===== config.mk =====
export PLATFORM = sky130hd
export DESIGN_NAME = scenario_table_feeder
export DESIGN_NICKNAME = d
export VERILOG_FILES = /design/src/rtl/scenario_table_feeder.sv
export SDC_FILE = /design/constraint.sdc
export NUM_CORES = 1
export LEC_CHECK = 0
export BUFFER_PORTS_ARGS = -buffer_cell sky130_fd_sc_hd__buf_4
export CAP_MARGIN = 20
export CORE_MARGIN = 2
export CORE_UTILIZATION = 35
export CTS_CLUSTER_DIAMETER = 80
export DETAILED_ROUTE_END_ITERATION = 16
export GPL_ROUTABILITY_DRIVEN = 0
export SYNTH_ARGS = -nofsm -noshare
export SYNTH_HDL_FRONTEND = slang
export SYNTH_SLANG_ARGS = --single-unit
export TNS_END_PERCENT = 100

===== constraint.sdc =====
create_clock -name CLK -period 4.21 [get_ports CLK]
set_input_delay 0.2105 -clock CLK [delete_from_list [all_inputs] [get_ports CLK]]
set_output_delay 0.2105 -clock CLK [all_outputs]
set_load 0.005 [all_outputs]

===== src/rtl/scenario_table_feeder.sv =====
// Double-buffered delay-table sequencer feeding controller_integrated.
// Replays the active bank as boot or runtime strobes, optionally closing with an update pulse.
module scenario_table_feeder #(
  parameter int N_obj        = 4,
  parameter int delay_length = 14,
  parameter int obj_id_width = 2,
  parameter int slot_width   = 2,
  parameter int gap_cycles   = 1,
  parameter int upd_delay    = 4
) (
  input  logic                    CLK,
  input  logic                    reset_n,
  input  logic                    load_en,
  input  logic [slot_width-1:0]   load_slot,
  input  logic [delay_length-1:0] load_delay,
  input  logic [obj_id_width-1:0] load_obj_id,
  input  logic                    load_clear,
  input  logic                    commit,
  input  logic                    mode_runtime,
  input  logic                    gen_update,
  input  logic                    send_req,
  output logic [delay_length-1:0] delay_matrix_element,
  output logic [obj_id_width-1:0] obj_id_element,
  output logic                    input_valid,
  output logic                    glob_scen_noc_input_valid,
  output logic                    boot_up_table_update,
  output logic                    busy,
  output logic                    done,
  output logic                    overrun
);

  typedef enum logic [2:0] {
    S_IDLE,
    S_EMIT,
    S_GAP,
    S_WAIT,
    S_UPD
  } state_t;

  state_t state, state_n;

  logic [N_obj-1:0]        stg_v, stg_v_n, act_v;
  logic [delay_length-1:0] stg_d [N_obj];
  logic [delay_length-1:0] stg_d_n [N_obj];
  logic [delay_length-1:0] act_d [N_obj];
  logic [obj_id_width-1:0] stg_o [N_obj];
  logic [obj_id_width-1:0] stg_o_n [N_obj];
  logic [obj_id_width-1:0] act_o [N_obj];
  logic                    pend, copy;

  logic [3:0]              cnt, cnt_n;
  logic [slot_width-1:0]   cur, cur_n;
  logic                    rt_q, rt_n, gu_q, gu_n;
  logic                    done_n, upd_n, busy_n;
  logic [slot_width:0]     f0, fn;

  function automatic logic [slot_width:0] scan(
    input logic [N_obj-1:0]  v,
    input logic [slot_width:0] from
  );
    logic [slot_width:0] r;
    r = '0;
    for (int i = N_obj - 1; i >= 0; i--)
      if (v[i] && i >= int'(from))
        r = {1'b1, slot_width'(i)};
    return r;
  endfunction

  assign f0 = scan(act_v, '0);
  assign fn = scan(act_v, {1'b0, cur} + 1'b1);

  // Next staging image; a commit in this cycle copies it so same-edge loads land
  always_comb begin
    stg_v_n = stg_v;
    stg_d_n = stg_d;
    stg_o_n = stg_o;
    if (load_clear)
      stg_v_n = '0;
    if (load_en) begin
      stg_v_n[load_slot] = 1'b1;
      stg_d_n[load_slot] = load_delay;
      stg_o_n[load_slot] = load_obj_id;
    end
  end

  assign copy = !busy && (commit || pend);

  always_ff @(posedge CLK or negedge reset_n) begin
    if (!reset_n) begin
      stg_v <= '0;
      act_v <= '0;
      pend  <= 1'b0;
      for (int i = 0; i < N_obj; i++) begin
        stg_d[i] <= '0;
        stg_o[i] <= '0;
        act_d[i] <= '0;
        act_o[i] <= '0;
      end
    end else begin
      stg_v <= stg_v_n;
      stg_d <= stg_d_n;
      stg_o <= stg_o_n;
      if (copy) begin
        act_v <= stg_v_n;
        act_d <= stg_d_n;
        act_o <= stg_o_n;
      end
      pend <= copy ? 1'b0 : (pend | commit);
    end
  end

  always_comb begin
    state_n = state;
    cnt_n   = cnt;
    cur_n   = cur;
    rt_n    = rt_q;
    gu_n    = gu_q;
    done_n  = 1'b0;
    unique case (state)
      S_IDLE: begin
        if (send_req && !busy) begin
          rt_n = mode_runtime;
          gu_n = gen_update;
          if (f0[slot_width]) begin
            state_n = S_EMIT;
            cur_n   = f0[slot_width-1:0];
          end else begin
            done_n = 1'b1;
          end
        end
      end
      S_EMIT: begin
        cnt_n   = 4'(gap_cycles - 1);
        state_n = S_GAP;
      end
      S_GAP: begin
        if (cnt != 4'd0) begin
          cnt_n = cnt - 4'd1;
        end else if (fn[slot_width]) begin
          cur_n   = fn[slot_width-1:0];
          state_n = S_EMIT;
        end else if (rt_q && gu_q) begin
          if (upd_delay > gap_cycles) begin
            cnt_n   = 4'(upd_delay - gap_cycles - 1);
            state_n = S_WAIT;
          end else begin
            state_n = S_UPD;
          end
        end else begin
          state_n = S_IDLE;
          done_n  = 1'b1;
        end
      end
      S_WAIT: begin
        if (cnt != 4'd0)
          cnt_n = cnt - 4'd1;
        else
          state_n = S_UPD;
      end
      S_UPD: begin
        state_n = S_IDLE;
      end
      default: begin
        state_n = S_IDLE;
      end
    endcase
    upd_n  = (state_n == S_UPD);
    done_n = done_n | upd_n;
    busy_n = (state_n != S_IDLE) | done_n;
  end

  // Outputs are registered from the next state so they line up with it
  always_ff @(posedge CLK or negedge reset_n) begin
    if (!reset_n) begin
      state                     <= S_IDLE;
      cnt                       <= '0;
      cur                       <= '0;
      rt_q                      <= 1'b0;
      gu_q                      <= 1'b0;
      delay_matrix_element      <= '0;
      obj_id_element            <= '0;
      input_valid               <= 1'b0;
      glob_scen_noc_input_valid <= 1'b0;
      boot_up_table_update      <= 1'b0;
      busy                      <= 1'b0;
      done                      <= 1'b0;
      overrun                   <= 1'b0;
    end else begin
      state                     <= state_n;
      cnt                       <= cnt_n;
      cur                       <= cur_n;
      rt_q                      <= rt_n;
      gu_q                      <= gu_n;
      input_valid               <= (state_n == S_EMIT) && !rt_n;
      glob_scen_noc_input_valid <= (state_n == S_EMIT) && rt_n;
      boot_up_table_update      <= upd_n;
      busy                      <= busy_n;
      done                      <= done_n;
      overrun                   <= overrun | (send_req & busy);
      if (state_n == S_EMIT) begin
        delay_matrix_element <= act_d[cur_n];
        obj_id_element       <= act_o[cur_n];
      end
    end
  end

endmodule


=== Word-level counts from Yosys, hierarchy flattened ===
Index checks and enable logic that the tools add are counted.

* Register bits after elaboration: 170
* Input port bits: 26
* Output and inout port bits: 22

* $add $sub $neg: 2
* Order comparisons: 9
* Equality and inequality tests: 8
* Mux-type cells: 52
* Bitwise operators: 8
* Reductions and logical operators: 20

{| class="wikitable"
|+ Operator list
! operator !! count
|-
| 56-bit bitwise mux || 1
|-
| 56-bit two-way mux || 1
|-
| 14-bit two-way mux || 3
|-
| 3-bit two-way mux || 12
|-
| 14-bit binary-select mux with 2-bit select || 1
|-
| 14-bit demux with 2-bit select || 1
|-
| 4-bit two-way mux || 6
|-
| 2-bit two-way mux || 9
|-
| 3-bit case mux with 4 select lines || 1
|-
| 4-bit case mux with 3 select lines || 1
|-
| 1-bit logical AND || 11
|-
| 1-bit two-way mux || 9
|-
| 8-bit bitwise mux || 1
|-
| 8-bit two-way mux || 1
|-
| 3-bit by 1-bit equality test with 1-bit output, second input constant || 2
|-
| 3-bit by 2-bit equality test with 1-bit output, second input constant || 2
|-
| 1-bit by 3-bit >= comparator with 1-bit output, first input constant || 2
|-
| 2-bit by 3-bit >= comparator with 1-bit output, first input constant || 2
|-
| 3-bit >= comparator, second input constant || 2
|-
| 3-bit != test, second input constant || 2
|-
| 2-bit inverter with 3-bit output || 2
|-
| 3-bit nonzero test || 2
|-
| 2-bit binary-select mux with 2-bit select || 1
|-
| 2-bit demux with 2-bit select || 1
|-
| other kinds (19) || 23
|}

=== Logic depth before layout (Yosys ltp) ===
Gate-level depths: netlist of the first run.

* Depth in word-level cells: 14
* Mapped depth: 10
* Mapped depth without buffers: 8

=== Worst setup path before layout of the first run ===
No wires, ideal clock.

* Path kind: register to register
* Start: reg cnt[0]
* End: reg delay_matrix_element[10]
* Arrival: 1911 ps
* Required time: 4078 ps
* Path slack: 2167 ps
* Cell stages (with the launch flop): 10
* Clock period less this slack: 2043 ps
* Cells stage by stage: dfrtp_1 inv_1 ha_1 nor3b_2 nand3_1 o32a_1 buf_6 buf_6 mux2i_1 o221ai_2

* Cells in the longest elaborated chain, start to end: 7
* Elaborated cells between the ends (all ways): 11
* Classes of those cells: 1 x eq/ne; 8 x mux; 1 x bitwise; 1 x reduce/logical

{| class="wikitable"
|+ Ends and longest elaborated chain
! what !! RTL line !! text
|-
| start, declared || 51 || <nowiki>logic [3:0] cnt, cnt_n;</nowiki>
|-
| start signal, assigned || 190 || <nowiki>cnt <= cnt_n;</nowiki>
|-
| 4-bit nonzero test (*) || 137, 155 ||
|-
| 2-bit two-way mux || 137 || <nowiki>if (cnt != 4'd0) begin</nowiki>
|-
| 2-bit case mux with 2 select lines || 119 || <nowiki>unique case (state)</nowiki>
|-
| 2-bit inverter with 3-bit output (implied by the code) || 201 || <nowiki>delay_matrix_element <= act_d[cur_n];</nowiki>
|-
| 14-bit binary-select mux with 2-bit select || 201 ||
|-
| 14-bit two-way mux (implied by the code) (2 in a row) || 201 ||
|-
| end signal, assigned || 201 ||
|-
| end, declared || 22 || <nowiki>output logic [delay_length-1:0] delay_matrix_element,</nowiki>
|}

Every way passes the cells marked *; elsewhere a longest branch is shown, timed or not. The select of a mux whose other input is x is not followed.
A chain may end at the register's enable or synchronous reset.

=== Final worst setup path of the first run ===
* Start: reg cnt[0]
* End: reg delay_matrix_element[3]

Same word-level chain as after synthesis.

==> results of run 1 <==
area by class of cell:
| type | count | area [um^2] |
|---|---|---|
| well taps | 270 | 337.8 |
| clock buffers | 19 | 432.9 |
| flip-flops and latches | 170 | 4254 |
| clock inverters | 13 | 153.9 |
| repair buffers | 57 | 449.2 |
| fillers | 1900 | 11770 |
| multi-input cells | 414 | 2666 |
| inverters | 12 | 45.04 |
state kept, by name, indices dropped and copies added, names as in the netlist:
name	cells
stg_v	4
cnt	4
stg_o	8
busy	1
act_o	8
state	3
cur	2
gu_q	1
stg_d	56
act_d	56
input_valid	1
overrun	1
delay_matrix_element	14
pend	1
act_v	4
glob_scen_noc_input_valid	1
obj_id_element	2
rt_q	1
boot_up_table_update	1
done	1
layout by cell type (no fill, tap or decap), types with 4 or more instances in the layout:
cell type	count
inv_1	11
o221ai_2	10
nor2b_1	4
mux2_2	58
dfrtp_1	170
buf_4	53
nand2_1	225
o21ai_0	9
a21oi_1	6
inv_6	7
clkbuf_16	17
mux2i_1	33
mux2_1	9
o221ai_1	6
nor2_1	8
metal layers:
| metal | global-route usage (%) | up-vias | part of all wire, % |
|---|---|---|---|
| met5 | 0 | - | 0 |
| met3 | 3.625 | 12 | 4.7 |
| li1 | - | 2179 | - |
| met2 | 26.17 | 106 | 50 |
| met1 | 20.07 | 2363 | 44 |
| met4 | 4.272 | 0 | 0.80 |
cells by family after synthesis:
| kind of cell | Yosys count | share of synthesized area, % |
|---|---|---|
| flops | 170 | 59.79 |
| mux | 100 | 15.25 |
| fa+ha+maj | 2 | 0.3516 |
| simple gates | 265 | 15.67 |
| compound gates | 47 | 6.084 |
| buf+inv | 39 | 2.866 |
stage by stage:
step | hold WS [ps] | area, um^2 | util (%)
after floorplan | -85.09 | 7116 | -
after detailed placement | 397.0 | 7732 | 38.46
final | 30.71 | 8339 | 41.48
after CTS | 12.44 | 8339 | 41.48
after global placement | 365.3 | 7712 | 38.36
after global routing | 23.08 | 8339 | 41.48
synth_stat cells (2+ instances only):
cell type	number	area, um^2
nand2_1	225	844.6
dfrtp_1	170	4254
mux2_2	58	653.1
mux2i_1	33	330.3
clkbuf_1	17	63.81
inv_1	11	41.29
o221ai_2	10	150.1
mux2_1	9	101.4
nor2_1	9	33.78
o21ai_0	9	45.04
a21oi_1	6	30.03
o221ai_1	6	52.55
buf_6	4	45.04
nor2b_1	4	25.02
nand2b_1	3	18.77
nand3b_1	3	22.52
nor3_1	3	15.01
o21ai_1	3	15.01
or2_1	3	18.77
a21o_1	2	15.01
and2b_1	2	15.01
buf_1	2	7.510
buf_8	2	30.03
ha_1	2	25.02
nand3_1	2	10.01
nor3b_2	2	25.02
path summary, 6_finish.rpt:
path	startpoint	end	slack (ps)
max in group asynchronous	reset_n	act_o[5]	2640
worst max-delay path	cnt[0]	delay_matrix_element[3]	1380
worst max register to register	cnt[0]	delay_matrix_element[3]	1380
worst min-delay path	gen_update	gu_q	30
worst min register to register	overrun	overrun	470
min in group asynchronous	reset_n	boot_up_table_update	470
power groups by stage:
stage | sequential (mW) | clock, mW | combinational, mW
after floorplan | 2.42 | 0 | 1.49
after global placement | 2.51 | 0 | 1.84
after detailed placement | 2.53 | 0 | 1.95
after CTS | 2.51 | 1.60 | 1.96
after global routing | 2.57 | 1.67 | 2.19
final | 2.51 | 1.57 | 1.93
==> results.py, run 1 <==
metrics = {
    "sta": {
        "setup_viol": 0,
        "setup_tns_ps": 0,
        "drv_slew": 0,
        "max_freq_ghz": 0.3529,
        "hold_violations": 0,
        "fin_ws_ps": 1377,
        "grt_setup_unrepaired": "no",
        "fin_crit_sh_pct": 67.30,
        "fin_crit_ps": 2833,
        "fin_skew_ps": 23.19,
        "max_slew_margin_pct": 27.81,
        "tightest_slew_ps": 1083,
    },
    "floorplan": {
        "die_h_um": 146.6,
        "fp.coreArea_um2": 20100,
        "start_util_pct": 35.39,
        "dieWidth_um": 146.6,
        "rows": 52,
        "ioPinCount": 48,
        "die-area_um2": 21490,
    },
    "power_and_ir_drop": {
        "power_frac_seq_pct": 41.8,
        "clkPwrFrac_pct": 26.1,
        "comb_power_share_pct": 32.1,
        "cellPowerDensity_nw_per_um2": 719.8,
        "netSwitchingFraction_pct": 35.34,
        "p_sw_mw": 2.121,
        "p_int_mw": 3.881,
        "p_leak_nw": 3.975,
        "power.total_mw": 6.003,
        "ir_drop_mv": 0.3000,
    },
    "place": {
        "place_hpwl_mm": 10.02,
        "io_buffers": 47,
        "dpl.cell_count": 921,
        "pre_cts_slack_ps": 1300,
    },
    "synth": {
        "synth_edf_count": 0,
        "ys_types": 49,
        "synth-main-ff-cell": "dfrtp_1",
        "synth.yosys.seq_area_share_pct": 59.79,
        "avgSynthCellArea_um2": 11.42,
        "yosysWarningCount": 0,
        "async_flop_share_pct": 100.0,
        "synthesis.area_um2": 7116,
        "ys_ff_latch": 170,
        "syn_inst": 623,
        "syn_nets": 651,
    },
    "final_layout": {
        "area_delta_synth_final_pct": 17.20,
        "drive_gt1_share_pct": 25.11,
        "fin_cells": 955,
        "insertedDiodeCount": 0,
        "nets": 700,
    },
    "outcome": {
        "run_status": "finished, final reports clean",
    },
    "clock_network": {
        "post_cts_resized": 0,
        "hold_buffers": 2,
        "clkTransAtPathRegs_ps": 60,
        "clk_path_buf_depth": 2,
        "cts_made_buffers": 17,
        "cts_tree": "done",
        "cts.sinks": 170,
        "cts_root_buffer": "clkbuf_16",
        "htree_levels": 4,
        "postCtsSetupRepairBufs": 0,
        "insertion_delay_ps": 430,
    },
    "worst_setup_path": {
        "cp-start-kind": "flop",
        "crit_path_end_kind": "flop",
        "crit_chain": "inv_1 -> ha_1 -> nor3b_2 -> nand3_1 -> a21oi_2 -> o22ai_4 -> or2_1 -> o221ai_1",
        "cp.arrival_ps": 3080,
        "critPathTopFamily": "simple AND/OR/NAND/NOR gates",
        "path_buf_inv": 1,
        "slowest_stage": "or2_1",
        "critical_path_class": "flop to flop",
        "cp_max_fo": 19,
        "crit_cells": 8,
        "max_stage_delay_ps": 790,
        "timing.reg2reg.worst_path_depth": 8,
        "crit_required_ps": 4460,
    },
    "global_routing": {
        "grt_pass1_vias": 5087,
        "antenna_found_initial": 0,
        "overflow": 0,
        "grt_max_degree": 101,
        "grt_pass1_wl_mm": 26.05,
        "gr-usage-all-layers_pct": 15.51,
    },
    "drt": {
        "vias": 4660,
        "viasPerCell": 4.880,
        "drt_first_pass_iters": 7,
        "drt-total-wl_mm": 15.64,
        "drtAntennaViolNets": 0,
        "remaining_drc_errors": 0,
        "drt_iter0_drc": 315,
        "avgRoutedWirePerCell_um": 16.38,
    },
    "run": {
        "cap_violations": 0,
    },
    "worst_hold_path": {
        "hold_path_class": "input pin to flop",
        "min_path_cells": 2,
    },
}
No activity file was read; power rests on OpenSTA's default activity.
==> run 2: changes to the inputs <==
- clock period: 4.21 -> 3 ns (I/O delays scaled with it)
==> results.py, run 2 (same netlist as run 1, synthesis figures left out) <==
metrics = {
    "sta": {
        "grt_setup_unrepaired": "no",
        "fin_crit_sh_pct": 84.72,
        "max_freq_ghz": 0.3934,
        "fin_skew_ps": 7.584,
        "max_slew_margin_pct": 50.38,
        "hold_violations": 0,
        "setup_tns_ps": 0,
        "tightest_slew_ps": 744.3,
        "drv_slew": 0,
        "setup_viol": 0,
        "fin_crit_ps": 2542,
    },
    "worst_hold_path": {
        "min-delay-start": "load_delay[3]",
        "hold_path_class": "input pin to flop",
    },
    "clock_network": {
        "post_cts_resized": 0,
        "clk_path_buf_depth": 2,
        "cts_root_buffer": "clkbuf_16",
        "cts.sinks": 170,
        "cts_made_buffers": 17,
        "insertion_delay_ps": 420,
        "htree_levels": 4,
        "cts_tree": "done",
        "clkTransAtPathRegs_ps": 70,
    },
    "place": {
        "place_hpwl_mm": 9.459,
        "io_buffers": 47,
    },
    "worst_setup_path": {
        "max_stage_delay_ps": 510,
        "cp-start-kind": "flop",
        "cp_max_fo": 19,
        "r2r_start": "busy",
        "critPathTopFamily": "simple AND/OR/NAND/NOR gates",
        "crit_path_end_kind": "flop",
        "path_buf_inv": 1,
        "critical_path_class": "flop to flop",
        "slowest_stage": "o32a_2",
        "cp-startpoint": "busy",
        "cp.arrival_ps": 2840,
        "crit_required_ps": 3300,
        "crit_chain": "nand2b_2 -> nor4_4 -> and2b_1 -> o32a_2 -> buf_12 -> mux2i_1 -> o221ai_2",
    },
    "drt": {
        "avgRoutedWirePerCell_um": 15.35,
        "remaining_drc_errors": 0,
        "viasPerCell": 4.807,
        "vias": 4687,
        "drt-total-wl_mm": 14.96,
        "drtAntennaViolNets": 0,
        "drt_iter0_drc": 256,
        "drt_first_pass_iters": 7,
    },
    "final_layout": {
        "area_delta_synth_final_pct": 20.34,
        "drive_gt1_share_pct": 24.96,
        "reg_top3": "act_d (56), stg_d (56), delay_matrix_element (14)",
        "mostFrequentLayoutCells": "nand2_1 (225), dfrtp_1 (170), mux2_2 (58)",
        "insertedDiodeCount": 0,
        "nets": 720,
        "final_common_cell": "nand2_1",
    },
    "floorplan": {
        "rows": 52,
        "die_h_um": 146.6,
        "start_util_pct": 35.39,
        "dieWidth_um": 146.6,
        "fp.coreArea_um2": 20100,
        "die-area_um2": 21490,
        "ioPinCount": 48,
    },
    "power_and_ir_drop": {
        "ir_drop_mv": 0.4590,
        "power.total_mw": 8.434,
        "p_leak_nw": 4.071,
        "cellPowerDensity_nw_per_um2": 984.9,
    },
    "global_routing": {
        "grt_max_degree": 82,
        "grt_pass1_wl_mm": 25.25,
        "grt_pass1_vias": 4999,
        "overflow": 0,
        "gr-usage-all-layers_pct": 15.07,
        "antenna_found_initial": 0,
    },
    "outcome": {
        "run_status": "finished, final reports clean",
    },
    "run": {
        "cap_violations": 0,
    },
}
==> run 2: cell types whose count changed in the layout (fill, tap and decap cells not counted), sizes merged <==
cell         previous run  this run
inv                    20        15
buf                    55        58
dlygate4sd3             2        19
clkinv                  2         5
clkbuf                 19        20
clkinvlp                1         2
==> run 2: where the power goes <==
part	leakage [nW]	internal, mW	switching (mW)
registers	2.09	3.07	0.421
logic	1.69	1.17	1.59
clock network	0.289	1.28	0.906
==> run 2: worst register-to-register path: stages (launching register included) <==
cell,delay [ps]
dfrtp_1,440
nand2b_2,250
nor4_4,370
and2b_1,200
o32a_2,510
buf_12,260
mux2i_1,260
o221ai_2,120
==> run 2: what timing repair did <==
action	CTS	global route
endpoints found under the hold margin	100	0
hold buffers	19	0
endpoints found under the setup margin	0	0
buffers inserted	0	0
==> run 2: final timing paths <==
kind                                                end  slack [ps]  cells after the start
worst min-delay path                          stg_d[17]          30                      2
max in group asynchronous                     act_d[11]        1870                      3
min in group asynchronous                        cnt[2]         260                      2
worst max register to register  delay_matrix_element[5]         460                      7
worst min register to register                  overrun         460                      1
worst max-delay path            delay_matrix_element[5]         460                      7
==> run 2: area by class of cell <==
class	instances	area [um^2]
sequential	170	4254
fill	1875	11540
clock buffer	20	456.7
timing repair buffer	77	666.9
inverter	12	45.04
multi-input combinational	414	2666
clock inverter	12	136.4
tap	270	337.8
==> run 2: metrics by stage <==
step / area [um^2] / worst slack (ps) / cells / util [%] / hold WS [ps]
6_report: 8563 / 458.3 / 975 / 42.59 / 25.24
5_1_grt: 8563 / 277.8 / 975 / 42.59 / 3.475
4_1_cts: 8543 / 170.6 / 974 / 42.49 / 6.908
3_5_place_dp: 7760 / 196.4 / 923 / 38.60 / 149.9
3_3_place_gp: 7760 / 351.0 / 923 / 38.60 / 137.2
2_1_floorplan: 7116 / 956.9 / 623 / - / -145.6
==> run 2: layer usage <==
| metal | up-vias | part of all wire (%) | global-route usage [%] |
|---|---|---|---|
| li1 | 2222 | - | - |
| met1 | 2356 | 48 | 19.99 |
| met2 | 84 | 47 | 24.15 |
| met3 | 25 | 3.6 | 4.156 |
| met4 | 0 | 1.8 | 4.660 |
| met5 | - | 0 | 0 |
